### config.mk
export PLATFORM = sky130hd
export DESIGN_NAME = simple_axi_burst_master
export DESIGN_NICKNAME = d
export VERILOG_FILES = /design/src/rtl/simple_axi_burst_master.sv
export SDC_FILE = /design/constraint.sdc
export NUM_CORES = 1
export LEC_CHECK = 0
export ABC_CLOCK_PERIOD_IN_PS = 5500
export CAP_MARGIN = 10
export CORE_AREA = 3 3 169 171
export DETAILED_ROUTE_END_ITERATION = 16
export DIE_AREA = 0 0 172 174
export HOLD_SLACK_MARGIN = 0.1
export PLACE_DENSITY_LB_ADDON = 0.2
export SLEW_MARGIN = 5
export SYNTH_ARGS = -nofsm -noshare
export SYNTH_HDL_FRONTEND = slang
export SYNTH_SLANG_ARGS = --single-unit
export TNS_END_PERCENT = 1
### constraint.sdc
create_clock -name i_clk -period 5.5 [get_ports i_clk]
set_input_delay 1.65 -clock i_clk [delete_from_list [all_inputs] [get_ports i_clk]]
set_output_delay 1.65 -clock i_clk [all_outputs]
set_load 0.03 [all_outputs]
### src/rtl/simple_axi_burst_master.sv
// simple_axi_burst_master
//   Converts one host command into one AXI4 INCR burst of 1..C_MAX_BURST beats.
//   Handles narrow transfers: each beat is steered to its byte lane (address
//   modulo bus width), and write strobes are generated per beat. Write and read
//   data move across the host bus one beat at a time, right-justified.
//
// Ports
//   i_clk, i_rstn              clock, asynchronous active-low reset
//   i_rw/i_addr/i_size/i_len   command: 01 read, 10 write, 11 illegal; start
//                              address, log2 bytes per beat, beats minus one
//   i_wdata/i_wvalid/o_wready  host write beat stream (right-justified)
//   o_rdata/o_rvalid           host read beat stream (one-cycle pulse per beat)
//   o_wait                     burst in progress
//   i_clear                    clears sticky flags (in DONE or IDLE)
//   o_done/o_error/o_invalid   sticky status
//   o_debug_state              FSM state
//   m_axi_*                    AXI4 master channels AW, W, B, AR, R
module simple_axi_burst_master #(
  parameter int C_AXI_DATA_WIDTH = 64,
  parameter int C_ADDR_WIDTH     = 32,
  parameter int C_MAX_BURST      = 16
) (
  input  logic                          i_clk,
  input  logic                          i_rstn,
  input  logic [1:0]                    i_rw,
  input  logic [C_ADDR_WIDTH-1:0]       i_addr,
  input  logic [2:0]                    i_size,
  input  logic [7:0]                    i_len,
  input  logic [C_AXI_DATA_WIDTH-1:0]   i_wdata,
  input  logic                          i_wvalid,
  output logic                          o_wready,
  output logic [C_AXI_DATA_WIDTH-1:0]   o_rdata,
  output logic                          o_rvalid,
  output logic                          o_wait,
  input  logic                          i_clear,
  output logic                          o_done,
  output logic                          o_error,
  output logic                          o_invalid,
  output logic [3:0]                    o_debug_state,
  // write address
  output logic                          m_axi_awvalid,
  input  logic                          m_axi_awready,
  output logic [C_ADDR_WIDTH-1:0]       m_axi_awaddr,
  output logic [7:0]                    m_axi_awlen,
  output logic [2:0]                    m_axi_awsize,
  output logic [1:0]                    m_axi_awburst,
  output logic [3:0]                    m_axi_awcache,
  output logic [2:0]                    m_axi_awprot,
  // write data
  output logic                          m_axi_wvalid,
  input  logic                          m_axi_wready,
  output logic [C_AXI_DATA_WIDTH-1:0]   m_axi_wdata,
  output logic [C_AXI_DATA_WIDTH/8-1:0] m_axi_wstrb,
  output logic                          m_axi_wlast,
  // write response
  input  logic                          m_axi_bvalid,
  output logic                          m_axi_bready,
  input  logic [1:0]                    m_axi_bresp,
  // read address
  output logic                          m_axi_arvalid,
  input  logic                          m_axi_arready,
  output logic [C_ADDR_WIDTH-1:0]       m_axi_araddr,
  output logic [7:0]                    m_axi_arlen,
  output logic [2:0]                    m_axi_arsize,
  output logic [1:0]                    m_axi_arburst,
  output logic [3:0]                    m_axi_arcache,
  output logic [2:0]                    m_axi_arprot,
  // read data
  input  logic                          m_axi_rvalid,
  output logic                          m_axi_rready,
  input  logic [C_AXI_DATA_WIDTH-1:0]   m_axi_rdata,
  input  logic [1:0]                    m_axi_rresp,
  input  logic                          m_axi_rlast
);

  localparam int DW = C_AXI_DATA_WIDTH;
  localparam int AW = C_ADDR_WIDTH;
  localparam int SB = DW / 8;          // bytes per bus word
  localparam int LW = $clog2(SB);      // byte-lane index width

  typedef enum logic [3:0] {
    S_IDLE = 4'd0,
    S_AR   = 4'd1,
    S_R    = 4'd2,
    S_AW   = 4'd3,
    S_W    = 4'd4,
    S_B    = 4'd5,
    S_DONE = 4'd6
  } state_t;

  state_t          state_q, state_d;
  logic [AW-1:0]   addr_q;             // address of the current beat
  logic [2:0]      size_q;
  logic [7:0]      len_q;
  logic [7:0]      beat_q;
  logic            done_q, error_q, invalid_q;
  logic [DW-1:0]   rdata_q;
  logic            rvalid_q;

  // ---------------------------------------------------------------------------
  // Command qualification
  // ---------------------------------------------------------------------------
  logic            flags_set, accept, cmd_invalid;
  logic            size_bad, len_bad, align_bad, cross_bad;
  logic [19:0]     end_off;

  assign flags_set = done_q | error_q | invalid_q;
  // Clear beats a simultaneous command; any sticky flag blocks new commands.
  assign accept    = (state_q == S_IDLE) && (i_rw != 2'b00) && !flags_set && !i_clear;

  always_comb begin
    size_bad  = (i_size > 3'(LW));
    len_bad   = ({24'd0, i_len} >= 32'(C_MAX_BURST));
    align_bad = (i_addr[11:0] & ((12'd1 << i_size) - 12'd1)) != 12'd0;
    // One past the last byte, relative to the 4 KB page; landing exactly on
    // 4096 is fine, beyond it the burst would straddle two pages. 20 bits
    // hold the worst case (256 beats << 7).
    end_off   = {8'd0, i_addr[11:0]} + (({12'd0, i_len} + 20'd1) << i_size);
    cross_bad = (end_off > 20'd4096);
    cmd_invalid = (i_rw == 2'b11) | size_bad | len_bad | align_bad | cross_bad;
  end

  // ---------------------------------------------------------------------------
  // Lane steering
  // ---------------------------------------------------------------------------
  logic [LW-1:0]   lane;
  logic [SB-1:0]   strb_base;          // (1<<size) ones at lane 0
  logic [DW-1:0]   byte_mask;          // strb_base expanded to bits
  logic [DW-1:0]   rdata_ext;
  logic [AW-1:0]   step;

  assign lane = addr_q[LW-1:0];
  assign step = {{(AW-1){1'b0}}, 1'b1} << size_q;

  always_comb begin
    strb_base = '0;
    byte_mask = '0;
    for (int i = 0; i < SB; i++) begin
      strb_base[i]        = (i < (1 << size_q));
      byte_mask[i*8 +: 8] = {8{strb_base[i]}};
    end
  end

  // Host data is right-justified; only the active bytes are placed on the bus.
  assign m_axi_wdata = (i_wdata & byte_mask) << {lane, 3'b000};
  assign m_axi_wstrb = strb_base << lane;
  assign m_axi_wlast = (state_q == S_W) && (beat_q == len_q);
  assign rdata_ext   = (m_axi_rdata >> {lane, 3'b000}) & byte_mask;

  // ---------------------------------------------------------------------------
  // Channel constants and latched command fields
  // ---------------------------------------------------------------------------
  assign m_axi_awaddr  = addr_q;
  assign m_axi_awlen   = len_q;
  assign m_axi_awsize  = size_q;
  assign m_axi_awburst = 2'b01;
  assign m_axi_awcache = 4'b0011;
  assign m_axi_awprot  = 3'b000;
  assign m_axi_araddr  = addr_q;
  assign m_axi_arlen   = len_q;
  assign m_axi_arsize  = size_q;
  assign m_axi_arburst = 2'b01;
  assign m_axi_arcache = 4'b0011;
  assign m_axi_arprot  = 3'b000;

  assign o_rdata       = rdata_q;
  assign o_rvalid      = rvalid_q;
  assign o_done        = done_q;
  assign o_error       = error_q;
  assign o_invalid     = invalid_q;
  assign o_debug_state = state_q;
  assign o_wait        = (state_q == S_AR) || (state_q == S_R) || (state_q == S_AW) ||
                         (state_q == S_W)  || (state_q == S_B);

  // ---------------------------------------------------------------------------
  // FSM
  // ---------------------------------------------------------------------------
  always_ff @(posedge i_clk or negedge i_rstn) begin
    if (!i_rstn) state_q <= S_IDLE;
    else         state_q <= state_d;
  end

  always_comb begin
    state_d       = state_q;
    m_axi_awvalid = 1'b0;
    m_axi_arvalid = 1'b0;
    m_axi_wvalid  = 1'b0;
    o_wready      = 1'b0;
    m_axi_bready  = 1'b0;
    m_axi_rready  = 1'b0;
    unique case (state_q)
      S_IDLE: if (accept) state_d = cmd_invalid     ? S_DONE :
                                    (i_rw == 2'b01) ? S_AR   : S_AW;
      S_AR: begin
        m_axi_arvalid = 1'b1;
        if (m_axi_arready) state_d = S_R;
      end
      S_R: begin
        m_axi_rready = 1'b1;
        // Only rlast ends the burst, even if it arrives early or late.
        if (m_axi_rvalid && m_axi_rlast) state_d = S_DONE;
      end
      S_AW: begin
        m_axi_awvalid = 1'b1;
        if (m_axi_awready) state_d = S_W;
      end
      S_W: begin
        m_axi_wvalid = i_wvalid;
        o_wready     = m_axi_wready;
        if (i_wvalid && m_axi_wready && (beat_q == len_q)) state_d = S_B;
      end
      S_B: begin
        m_axi_bready = 1'b1;
        if (m_axi_bvalid) state_d = S_DONE;
      end
      S_DONE: if (i_clear) state_d = S_IDLE;
      default: state_d = S_IDLE;
    endcase
  end

  // ---------------------------------------------------------------------------
  // Datapath, beat counter and sticky flags
  // ---------------------------------------------------------------------------
  logic r_hs, w_hs, b_hs;
  assign r_hs = (state_q == S_R) && m_axi_rvalid;
  assign w_hs = (state_q == S_W) && i_wvalid && m_axi_wready;
  assign b_hs = (state_q == S_B) && m_axi_bvalid;

  always_ff @(posedge i_clk or negedge i_rstn) begin
    if (!i_rstn) begin
      addr_q    <= '0;
      size_q    <= '0;
      len_q     <= '0;
      beat_q    <= '0;
      done_q    <= 1'b0;
      error_q   <= 1'b0;
      invalid_q <= 1'b0;
      rdata_q   <= '0;
      rvalid_q  <= 1'b0;
    end else begin
      rvalid_q <= 1'b0;
      if (accept) begin
        addr_q <= i_addr;
        size_q <= i_size;
        len_q  <= i_len;
        beat_q <= 8'd0;
        if (cmd_invalid) begin
          invalid_q <= 1'b1;
          done_q    <= 1'b1;
        end
      end
      if (r_hs) begin
        rdata_q  <= rdata_ext;
        rvalid_q <= 1'b1;
        addr_q   <= addr_q + step;
        beat_q   <= beat_q + 8'd1;
        // Error on bad response, on rlast before the final counted beat, or
        // on the final counted beat arriving without rlast.
        if ((m_axi_rresp != 2'b00) || (m_axi_rlast != (beat_q == len_q)))
          error_q <= 1'b1;
        if (m_axi_rlast) done_q <= 1'b1;
      end
      if (w_hs) begin
        addr_q <= addr_q + step;
        beat_q <= beat_q + 8'd1;
      end
      if (b_hs) begin
        if (m_axi_bresp != 2'b00) error_q <= 1'b1;
        done_q <= 1'b1;
      end
      if (i_clear && ((state_q == S_DONE) || (state_q == S_IDLE))) begin
        done_q    <= 1'b0;
        error_q   <= 1'b0;
        invalid_q <= 1'b0;
      end
    end
  end

endmodule

==> results.toml <==
[place]
port_buffers = 423
dpl.hpwl_mm = 35.1
placed_cell_area_sq_um = 15000
place_ws_ps = -61.6
gp_congestion = 0.995

[layout]
nFillCells = 2504
areaGrowthSynthToFinish_pct = 43.8
layout-drive-gt1-share_pct = 7.11
stdcell_area_sq_um = 15600
nets = 1916

[timing]
period_share_pct = 99.5
worst_slack_ps = 29.9
slew_headroom_pct = 34.5
worst_pin_slew_ps = 983
hold_viol = 0
fmax_mhz = 183
rsz0062_at_grt = "false"
final-setup-viol-count = 0
period_needed_ps = 5470
slew_viol_final = 0
fin_hold_ws_ps = 483
clock_skew_ps = 15.3

[global_routing]
grt.total_usage_pct = 29.5
first_global_vias = 11391
grt_pass1_wl_mm = 69.4
grt_max_degree = 95
antenna_found_initial = 3
grt.overflow.total = 0

[floorplanning]
start_util_pct = 40.2
ioPinCount = 443
dieHeight_microns = 174
core.rowCount = 60
fp.dieArea_sq_um = 29900
die_w_microns = 172
coreArea_sq_um = 27000

[clock_network]
cts.path.max_buffers = 2
cts-resized-gates = 1
cts_num_sinks = 122
path_clk_slew_ps = 60
post_cts_buffers = 0
clock_latency_ps = 430
root_buffer = "clkbuf_16"
h-tree-depth = 4
cts_buffers = 17
cts_tree = "yes"
cts_hold_buf = 0

[synthesis]
synth_top_area_share_pct = 28.1
syn-cell-area_sq_um = 10900
ys.flop_type = "dfrtp_1"
synth-seq-cells = 122
synth_commonest_cells = "nand2_1 (201), o21ai_0 (136), dfrtp_1 (122)"
ys_seq_area_share_pct = 28.1
yosysUniqueCellTypes = 77
yosysMostFrequentCell = "nand2_1"
ys_warn_count = 0
synth_edf_count = 0
syn_inst = 1375
yosys.area.top_type = "dfrtp_1"
yosys-top-cells-area = "dfrtp_1 (28%), mux2i_1 (7.4%), nand2_1 (7.0%), o21ai_0 (6.3%), buf_4 (4.4%)"
syn_area_per_cell_sq_um = 7.89
synthArstFlopShare_pct = 100

[worst_setup_path]
worstPathCellList = "clkdlybuf4s50_1, nand2_1, o21ai_0, o21ai_0, o2bb2ai_1, clkdlybuf4s50_1"
crit_arrival_ps = 3820
critPathKind = "in2out"
path_delay_family = "buffers and inverters"
endpoint_kind = "output pin"
start_kind = "primary input"
cpMaxStageDelayCell = "clkdlybuf4s50_1"
critPathLaunch = "i_wdata[38]"
critPathRequiredTime_ps = 3850
r2r_start = "m_axi_arsize[1]$_DFFE_PN0P_"
crit_buf_inv = 2
cp_max_fo = 2
slowest_delay_ps = 740

[power]
p_leak_nw = 6.35
peakVddDrop_mv = 0.337
power_density_nw_per_um2 = 632

[hold_path]
worst_hold_path_type = "reg2reg"
hp-start = "o_rdata[24]$_DFFE_PN0P_"

[routing]
wl_per_cell_microns = 22.5
vias = 12096
drt_first_pass_iters = 5
drt-vias-per-instance = 5.87
wirelength_mm = 46.4
drtIter0Drc = 1090
ant_nets = 0
drc = 0

[run]
maxCapViolations = 0

[status]
status = "complete, no violations"
[report_power, final]
group	total, mW	switching [mW]	internal [mW]
clock network	1.18	0.486	0.692
registers	1.77	0.538	1.24
logic	6.91	4.23	2.68
total	9.86	5.25	4.61
[stage by stage]
| stage | TNS (ps) | instances | utilization [%] | total power [mW] |
|---|---|---|---|---|
| after floorplan | 0 | 1392 | - | 5.98 |
| after global placement | -61.7 | 2024 | 55.5 | 8.60 |
| after detailed placement | -61.6 | 2024 | 55.5 | 8.63 |
| after CTS | 0 | 2056 | 57.7 | 9.83 |
| after global routing | 0 | 2058 | 57.7 | 10.4 |
| final | 0 | 2059 | 57.7 | 9.86 |
[cells by family (layout without fill, tap and decap cells)]
family          Yosys count  after routing  synth area share (%)
buf+inv                 194            517                  9.05
fa+ha+maj                27             27                  3.25
xor+xnor                 22             22                  1.78
simple gates            473            473                  20.8
other cells               2             22                0.0692
flops                   122            122                  28.1
compound gates          438            438                  27.0
mux                      97             97                  9.87
[cell type report]
class                           instances  area [sq um]  area share, %
Antenna cell                            3          7.51         0.0481
Clock buffer                           19           443           2.84
Clock inverter                         13           156           1.00
Inverter                               25          93.8          0.601
Multi-Input combinational cell       1076          6890           44.2
Sequential cell                       122          3060           19.6
Tap cell                              341           427           2.73
Timing Repair Buffer                  460          4520           29.0
[worst reg2reg max path, stage by stage (launching register included)]
cell and delay [ps]:
dfrtp_1 450, buf_4 230, nor2_2 340, buf_4 370
nand2_1 150, fa_1 420, nor2b_1 160, o21ai_0 120
a21oi_1 250, o21ai_0 210, a211o_1 390, o311ai_0 360
o311ai_1 170
[cell usage in the layout, fill, tap and decap left out, types with 23 or more instances in the layout]
cell,count
nor3_1,48
dfrtp_1,119
buf_4,39
inv_1,23
clkdlybuf4s50_1,419
nor2b_1,30
nor2_1,75
ha_1,25
nand2_1,200
nand3_1,31
a211oi_1,47
o21ai_0,136
a21oi_1,60
a22o_1,34
mux2i_1,80
[path summary, 6_finish.rpt]
kind                       slack (ps)  cells past startpoint                      endpoint
max                                30                      6               m_axi_wdata[38]
min                               480                      2       o_rdata[24]$_DFFE_PN0P_
max reg2reg                      1740                     12  m_axi_araddr[26]$_DFFE_PN0P_
min reg2reg                       480                      2       o_rdata[24]$_DFFE_PN0P_
max in group asynchronous        3140                      2       o_rdata[53]$_DFFE_PN0P_
min in group asynchronous        1300                      1       o_rdata[63]$_DFFE_PN0P_
[layer usage]
layer	track usage [%]	part of all wire [%]	vias up	wire length, microns
li1	-	-	5666	-
met1	40.7	43	5774	20100
met2	46.9	46	581	21600
met3	4.91	7.2	73	3360
met4	9.68	2.9	2	1360
met5	0	0.028	-	13
[sequential cells by signal, indices dropped and copies added, names as in the netlist]
register       flops
m_axi_arsize       3
m_axi_arlen        8
o_rvalid           1
beat_q             8
o_rdata           64
o_error            1
o_invalid          1
o_done             1
o_debug_state      3
m_axi_araddr      32
Power figures use the tool's default switching activity.
